==> src/rtl/arb_pkg.sv <==
// Shared definitions for the sram-like arbiter: master id encoding,
// transfer size encoding and outstanding-depth defaults.
package arb_pkg;

  // Master id as stored in the response-order FIFO.
  typedef enum logic {
    ID_INST = 1'b0,
    ID_DATA = 1'b1
  } id_e;

  // sram-like transfer size encoding.
  typedef enum logic [1:0] {
    SZ_BYTE = 2'd0,
    SZ_HALF = 2'd1,
    SZ_WORD = 2'd2
  } size_e;

  // Default number of accepted-but-unanswered requests.
  localparam int unsigned OUTSTANDING_DEF = 2;

  // Pointer width for a FIFO of the given depth (at least one bit).
  function automatic int unsigned ptr_w(input int unsigned depth);
    return (depth > 1) ? $clog2(depth) : 1;
  endfunction

endpackage

==> src/rtl/arb_id_fifo.sv <==
// Response-order FIFO: one id bit per accepted request, popped as the
// downstream answers. DEPTH must be a power of two so pointers wrap naturally.
module arb_id_fifo
  import arb_pkg::*;
#(
  parameter int unsigned DEPTH = OUTSTANDING_DEF
) (
  input  logic clk,
  input  logic reset,
  input  logic push,
  input  id_e  din,
  input  logic pop,
  output logic full,
  output logic empty,
  output id_e  head
);

  localparam int unsigned PW = ptr_w(DEPTH);
  localparam logic [PW:0] DEPTH_C = DEPTH[PW:0];

  id_e           mem [DEPTH];
  logic [PW-1:0] wr_ptr;
  logic [PW-1:0] rd_ptr;
  logic [PW:0]   count;
  logic          push_ok;
  logic          pop_ok;

  // Status flags and qualified push/pop.
  always_comb begin
    full    = (count == DEPTH_C);
    empty   = (count == '0);
    push_ok = push && !full;
    pop_ok  = pop && !empty;
    head    = mem[rd_ptr];
  end

  // Pointer and occupancy tracking; both pointers may advance together.
  always_ff @(posedge clk or posedge reset) begin
    if (reset) begin
      wr_ptr <= '0;
      rd_ptr <= '0;
      count  <= '0;
    end else begin
      if (push_ok) wr_ptr <= wr_ptr + 1'b1;
      if (pop_ok)  rd_ptr <= rd_ptr + 1'b1;
      case ({push_ok, pop_ok})
        2'b10:   count <= count + 1'b1;
        2'b01:   count <= count - 1'b1;
        default: count <= count;
      endcase
    end
  end

  // Id storage; contents are only meaningful while not empty.
  always_ff @(posedge clk) begin
    if (push_ok) mem[wr_ptr] <= din;
  end

endmodule

==> src/rtl/sram_like_arbiter.sv <==
// Two-master sram-like arbiter (inst fetch vs data access) onto one
// downstream port. Requests and responses pass through combinationally;
// an id FIFO remembers acceptance order to steer responses back.
// Optional macro ARB_RR_EN: round-robin priority instead of data-over-inst.
module sram_like_arbiter
  import arb_pkg::*;
#(
  parameter int unsigned OUTSTANDING = OUTSTANDING_DEF,
  parameter int unsigned AW          = 32,
  parameter int unsigned DW          = 32
) (
  input  logic          clk,
  input  logic          reset,
  // instruction master
  input  logic          i_req,
  input  logic          i_wr,
  input  logic [1:0]    i_size,
  input  logic [AW-1:0] i_addr,
  input  logic [DW-1:0] i_wdata,
  output logic          i_addr_ok,
  output logic          i_data_ok,
  output logic [DW-1:0] i_rdata,
  // data master
  input  logic          d_req,
  input  logic          d_wr,
  input  logic [1:0]    d_size,
  input  logic [AW-1:0] d_addr,
  input  logic [DW-1:0] d_wdata,
  output logic          d_addr_ok,
  output logic          d_data_ok,
  output logic [DW-1:0] d_rdata,
  // downstream port
  output logic          s_req,
  output logic          s_wr,
  output logic [1:0]    s_size,
  output logic [AW-1:0] s_addr,
  output logic [DW-1:0] s_wdata,
  input  logic          s_addr_ok,
  input  logic          s_data_ok,
  input  logic [DW-1:0] s_rdata
);

  id_e  gnt_id;
  id_e  contend_id;
  id_e  lock_id;
  logic lock_vld;
  logic gnt_req;
  logic gnt_addr_ok;
  logic push;
  logic resp_vld;
  logic fifo_full;
  logic fifo_empty;
  id_e  fifo_head;
  logic err_q;
  logic dbg_err_unused;

`ifdef ARB_RR_EN
  id_e last_id;

  // Remember which master was accepted last so the other wins next contention.
  always_ff @(posedge clk or posedge reset) begin
    if (reset)     last_id <= ID_INST;
    else if (push) last_id <= gnt_id;
  end

  // Round-robin contention winner.
  always_comb begin
    contend_id = (last_id == ID_DATA) ? ID_INST : ID_DATA;
  end
`else
  // Fixed priority: data wins contention.
  always_comb begin
    contend_id = ID_DATA;
  end
`endif

  // Grant select; a stalled request keeps the grant until accepted.
  always_comb begin
    gnt_id = ID_INST;
    if (lock_vld)            gnt_id = lock_id;
    else if (i_req && d_req) gnt_id = contend_id;
    else if (d_req)          gnt_id = ID_DATA;
    else                     gnt_id = ID_INST;
  end

  // Request mux and addr_ok routing to the granted master.
  always_comb begin
    gnt_req = 1'b0;
    s_wr    = 1'b0;
    s_size  = '0;
    s_addr  = '0;
    s_wdata = '0;
    if (gnt_id == ID_DATA) begin
      gnt_req = d_req;
      s_wr    = d_wr;
      s_size  = d_size;
      s_addr  = d_addr;
      s_wdata = d_wdata;
    end else begin
      gnt_req = i_req;
      s_wr    = i_wr;
      s_size  = i_size;
      s_addr  = i_addr;
      s_wdata = i_wdata;
    end
    s_req       = gnt_req && !fifo_full && !reset;
    gnt_addr_ok = s_addr_ok && !fifo_full && !reset;
    i_addr_ok   = gnt_addr_ok && (gnt_id == ID_INST);
    d_addr_ok   = gnt_addr_ok && (gnt_id == ID_DATA);
    push        = s_req && s_addr_ok;
  end

  // Response routing by FIFO head; responses with nothing outstanding are dropped.
  always_comb begin
    resp_vld  = s_data_ok && !fifo_empty && !reset;
    i_data_ok = resp_vld && (fifo_head == ID_INST);
    d_data_ok = resp_vld && (fifo_head == ID_DATA);
    i_rdata   = s_rdata;
    d_rdata   = s_rdata;
  end

  // Grant lock: hold the presented request stable until the downstream accepts.
  always_ff @(posedge clk or posedge reset) begin
    if (reset) begin
      lock_vld <= 1'b0;
      lock_id  <= ID_INST;
    end else if (push) begin
      lock_vld <= 1'b0;
    end else if (s_req) begin
      lock_vld <= 1'b1;
      lock_id  <= gnt_id;
    end
  end

  // Sticky protocol error: downstream answered with nothing outstanding.
  always_ff @(posedge clk or posedge reset) begin
    if (reset)                        err_q <= 1'b0;
    else if (s_data_ok && fifo_empty) err_q <= 1'b1;
  end

  // The error flag has no port; it is observed hierarchically for debug.
  assign dbg_err_unused = err_q;

  arb_id_fifo #(
    .DEPTH(OUTSTANDING)
  ) u_fifo (
    .clk  (clk),
    .reset(reset),
    .push (push),
    .din  (gnt_id),
    .pop  (resp_vld),
    .full (fifo_full),
    .empty(fifo_empty),
    .head (fifo_head)
  );

endmodule

==> config.mk <==
export PLATFORM = sky130hd
export DESIGN_NAME = sram_like_arbiter
export DESIGN_NICKNAME = d
export VERILOG_FILES = /design/src/rtl/arb_pkg.sv /design/src/rtl/arb_id_fifo.sv /design/src/rtl/sram_like_arbiter.sv
export SDC_FILE = /design/constraint.sdc
export NUM_CORES = 1
export LEC_CHECK = 0
export ABC_CLOCK_PERIOD_IN_PS = 1950
export CAP_MARGIN = 20
export CELL_PAD_IN_SITES_DETAIL_PLACEMENT = 0
export CELL_PAD_IN_SITES_GLOBAL_PLACEMENT = 2
export CORE_UTILIZATION = 10
export DETAILED_ROUTE_END_ITERATION = 16
export HOLD_SLACK_MARGIN = 0.1
export PLACE_DENSITY_LB_ADDON = 0.1
export SYNTH_ARGS = -nofsm -noshare
export SYNTH_HDL_FRONTEND = slang
export SYNTH_SLANG_ARGS = --single-unit
==> constraint.sdc <==
create_clock -name clk -period 1.95 [get_ports clk]
set_input_delay 0.39 -clock clk [delete_from_list [all_inputs] [get_ports clk]]
set_output_delay 0.39 -clock clk [all_outputs]
set_load 0.005 [all_outputs]
==> Word level (Yosys, flattened, before mapping) <==
Memory sizes are Yosys's and may differ from the RTL's.
Index checks and enable logic that the tools add are counted.
{ "word_totals": {"regBits": 6, "latchBits": 0, "mem_bits_rw": 2, "romBits": 0, "output_inout_bits": 136, "wordCells": 50, "n_memories": 1} }
{ "memory_table": {"columns": ["memory", "words", "width", "rd", "rd_ports_with_merged_regs", "wr", "line", "text"], "rows": [
  ["u_fifo.mem", 2, 1, 1, 0, 1, "arb_id_fifo.sv:21", "id_e mem [DEPTH];"]
]} }
{ "classes": {"add_sub_neg": 4, "mul": 0, "div_mod_pow": 0, "n_lt_le_gt_ge": 0, "n_eq_ne": 3, "shifts": 0, "mux": 13, "bitwise_logic": 3, "n_reduce_logical": 21} }
{ "op_table": {"columns": ["op", "n"], "rows": [
  ["32-bit two-way mux", 2],
  ["1-bit logical AND", 14],
  ["1-bit two-way mux", 9],
  ["2-bit equality test, second input constant", 2],
  ["2-bit case mux with 2 select lines", 1],
  ["2-bit nonzero test", 2],
  ["1-bit logical NOT", 3],
  ["1-bit NOT", 3],
  ["1-bit adder, second input constant", 2],
  ["2-bit by 1-bit adder with 2-bit output, second input constant", 1],
  ["2-bit by 1-bit equality test with 1-bit output, second input constant", 1],
  ["2-bit logical NOT", 1],
  ["2-bit two-way mux", 1],
  ["2-bit AND reduction", 1],
  ["2-bit by 1-bit subtractor with 2-bit output, second input constant", 1]
]} }

==> Depth between registers and ports, before layout <==
{ "logic_depth": {"depth_word": 10, "ltp_mapped": 7} }

==> Cells and area by module <==
From an unflattened synthesis, not the netlist that was laid out.
{ "unflattened": {"cells_unflattened": 182, "area_unflattened_um2": 1719.1} }
{ "by_module_without_submodules": {"columns": ["module", "instances", "cells_per_inst", "area_each_um2"], "rows": [
  ["sram_like_arbiter", 1, 160, 1447.6],
  ["arb_id_fifo", 1, 22, 271.5]
]} }

==> Least setup slack after synthesis <==
No wires, ideal clock.
{ "synth_path": {"path_type": "reg-to-output", "startpoint": "register lock_vld", "endpoint": "output port s_addr[10]", "arrival_ps": 1388, "slack_ps": 172, "path_stages_with_launch": 6, "n_path_buf": 2, "cell_sequence": "dfrtp_1 -> nand2b_1 -> a21boi_2 -> buf_6 -> buf_6 -> mux2_1"} }
{ "synth_via": {"elab_chain_cells": 2} }
{ "synth_lines": {"columns": ["item", "line", "text"], "rows": [
  ["from (decl)", "sram_like_arbiter.sv:46", "logic lock_vld;"],
  ["from (signal assigned)", "sram_like_arbiter.sv:125", "lock_vld <= 1'b0;"],
  ["from (signal assigned)", "sram_like_arbiter.sv:128", "lock_vld <= 1'b0;"],
  ["from (signal assigned)", "sram_like_arbiter.sv:130", "lock_vld <= 1'b1;"],
  ["1-bit two-way mux", "sram_like_arbiter.sv:80", "if (lock_vld) gnt_id = lock_id;"],
  ["32-bit two-way mux", "sram_like_arbiter.sv:93", "if (gnt_id == ID_DATA) begin"],
  ["to (decl)", "sram_like_arbiter.sv:36", "output logic [AW-1:0] s_addr,"]
]} }
Every way passes these cells.

==> Worst setup path after layout <==
{ "layout_path": {"startpoint": "register lock_vld", "endpoint": "output port s_addr[0]"} }
Same word-level chain as after synthesis.

==> results.txt <==
Die Footprint - 17780 um2
antenna violations before repair - 0
post-synthesis cell count - 181
antenna cell count - 0
max-capacitance violation count - 0
CP Launch Point - lock_vld
run status - finished, violations left
clock input transition at the sequential cells of the worst setup and hold paths - 0.04 ns
number of rows created at floorplan - 47
worst path required time - 1.56 ns
endpoint of the worst register-to-register path - u_fifo.count[1]
number of global-route vias before repair - 2233
via total after detailed routing - 2033
post-detail-place hpwl - 6.817 mm
static leakage power - 2.128 nW
most frequent cell after synthesis - sky130_fd_sc_hd__buf_4
cell type with the largest total area after synthesis - sky130_fd_sc_hd__mux2_2
count of nets after finishing - 558
critical path class - flip-flop to primary output
top area cells in the synthesized netlist - sky130_fd_sc_hd__mux2_2 (39%), sky130_fd_sc_hd__buf_4 (30%), sky130_fd_sc_hd__dfrtp_1 (8.7%), sky130_fd_sc_hd__mux2_1 (5.2%), sky130_fd_sc_hd__edfxtp_1 (3.5%)
Reg-to-Reg Start - lock_id
Hold Fails Final Rpt - 0
yosys warns - 0
combined global-route utilization of all metal layers - 9.837%
Chip Width - 133.4 um
achievable clock frequency - 434.4 MHz
H-tree levels - 1
average wire per cell in the routed design - 15.97 um
# port buffers - 211
count of pins over their slew limit - 0
GRT Residual Overflow - 0
shortest clock period the worst path allows after layout - 2.302 ns
crit path capture type - primary output
wire length of the first global-routing pass - 13.12 mm
largest net degree at the start of global routing - 23
number of I/O pins - 308
Mean Syn Cell Area - 9.533 um2
placed instance count - 556
Synthesized Nets - 354
hold crit path type - primary input to async pin
Max Root-Sink Buffers - 2
cell count of the worst reg-to-reg path - 7
total power draw - 0.005487 W
final antenna-violating net count - 0
router iterations before antenna repair - 4
data arrival time at the worst-slack endpoint - 1.91 ns
gpl congestion - 0.6980
critical path endpoint - s_addr[0]
Slew @ Worst Pin - 0.2293 ns
setup repair after global routing missed its margin - true
number of flops mapped to enable cells by yosys - 2
Area Overhead vs Synth - 166.6%
maximum fanout count along the critical path - 6
Root Buffer Master - sky130_fd_sc_hd__clkbuf_16
average via count per standard cell - 3.366
placed inst area - 3717 um2
share of the synthesized area in the top cell type - 38.51%
starting density of the core - 10.33%
clock sink count - 8
final core occ - 27.54%
# DRC - 0
worst-skew pair later-pin latency - 0.23 ns
Inserted Clock Buffers - 3
drt first-iter violations - 34
finished layout cell area - 4599 um2
Worst Skew - 0.001355 ns
CORE AREA - 16700 um2
area of the mapped netlist - 1725 um2
peak ir drop on the vdd network - 354.4 uV
number of distinct library cells after synthesis - 24
final worst path period share - 118.0%
flip-flop and latch count after synthesis - 8
final worst setup slack - -0.3518 ns
share of synthesized area occupied by flip-flops and latches - 12.18%
kind of start point of the critical path - flip-flop
ratio of cells with drive above 1 in the final layout - 52.60%
die span in y - 133.4 um
setup slack, reg-to-reg - 0.22 ns
total length of routed wires - 9.646 mm
relative slew slack - 84.52%
TritonCTS clock tree - done
flip-flop cell with the highest count after synthesis - sky130_fd_sc_hd__dfrtp_1
async set-or-reset flop fraction in the synthesized netlist - 75.00%
post-route non-filler standard cell count - 604
Power Density - 1193 nW/um2
# setup viols final - 69
violations in the final reports - setup timing
most frequent cells after synthesis - sky130_fd_sc_hd__buf_4 (69), sky130_fd_sc_hd__mux2_2 (59), sky130_fd_sc_hd__mux2_1 (8)
==> metrics by stage <==
step	setup TNS, ns	hold WS (ns)	setup slack [ns]
global placement	-51.19	0.4829	-0.7987
detailed placement	-51.59	0.4879	-0.8102
global route	-19.15	0.4464	-0.4070
CTS	-19.75	0.4211	-0.4980
finish	-14.31	0.4220	-0.3518
floorplan	0	0.1892	0.1725
==> layout by cell type (no fill, tap or decap), types with 5 or more instances in the layout <==
| cell | count |
|---|---|
| sky130_fd_sc_hd__inv_1 | 5 |
| sky130_fd_sc_hd__clkbuf_16 | 5 |
| sky130_fd_sc_hd__mux2_2 | 6 |
| sky130_fd_sc_hd__buf_12 | 10 |
| sky130_fd_sc_hd__buf_8 | 6 |
| sky130_fd_sc_hd__clkdlybuf4s50_1 | 136 |
| sky130_fd_sc_hd__dfrtp_1 | 6 |
| sky130_fd_sc_hd__nor2_1 | 5 |
| sky130_fd_sc_hd__buf_6 | 61 |
| sky130_fd_sc_hd__buf_4 | 20 |
| sky130_fd_sc_hd__clkbuf_2 | 21 |
| sky130_fd_sc_hd__mux2_4 | 61 |
==> routing by layer <==
metal	global-route usage, %	vias to the layer above	routed length [um]
met2	17.91	114	5026
li1	-	962	-
met5	0	-	0
met1	11.31	928	3789
met3	1.941	29	562
met4	3.535	0	267
==> area by class of cell <==
type                            instances  area (um2)
Tap cell                              220       275.3
Fill cell                            1805       12100
Timing Repair Buffer                  270        2808
Inverter                                6       22.52
Clock buffer                            4       78.83
Sequential cell                         8       210.2
Multi-Input combinational cell         96        1205
==> registers in the layout, summed over array words and instances, names as in the netlist <==
name and count:
u_fifo.count 2, u_fifo.mem 2, lock_id 1, lock_vld 1, u_fifo.rd_ptr 1, u_fifo.wr_ptr 1
==> worst min path at each step <==
stage	from	to	slack, ns
CTS	reset	u_fifo.wr_ptr	0.42
global placement	u_fifo.wr_ptr	u_fifo.wr_ptr	0.48
detailed placement	u_fifo.wr_ptr	u_fifo.wr_ptr	0.49
floorplan	reset	lock_id	0.19
finish	reset	u_fifo.wr_ptr	0.42
global route	reset	u_fifo.wr_ptr	0.45
==> power breakdown <==
part           internal, W  switching [W]  total (W)
clock             0.000272      0.0000789   0.000351
combinational      0.00327        0.00156    0.00484
sequential        0.000252      0.0000489   0.000301
==> worst max-delay path: stages (launching register included) <==
cell and delay [ns]:
sky130_fd_sc_hd__dfrtp_1 0.38, sky130_fd_sc_hd__nand2b_4 0.14, sky130_fd_sc_hd__a21boi_4 0.14, sky130_fd_sc_hd__buf_12 0.15, sky130_fd_sc_hd__buf_12 0.12, sky130_fd_sc_hd__buf_12 0.11
sky130_fd_sc_hd__buf_6 0.11, sky130_fd_sc_hd__buf_6 0.11, sky130_fd_sc_hd__mux2_4 0.29, sky130_fd_sc_hd__buf_6 0.12
==> logic make-up after synthesis <==
group / Yosys count / synth area share (%)
simple gates: 12 / 3.553
xor+xnor: 5 / 2.538
buf+inv: 77 / 32.63
compound gates: 9 / 3.481
mux: 69 / 44.89
fa+ha+maj: 1 / 0.7250
flops: 8 / 12.18
==> repair_timing <==
| action | in CTS | in global routing |
|---|---|---|
| endpoints found under the setup margin | 72 | 70 |
| gates cloned | 4 | 3 |
| gates resized for setup | 307 | 106 |
| pin swaps | 2 | 0 |
| hold buffers | 0 | 0 |
| buffers inserted | 30 | 14 |
No activity file was read; power rests on OpenSTA's default activity.
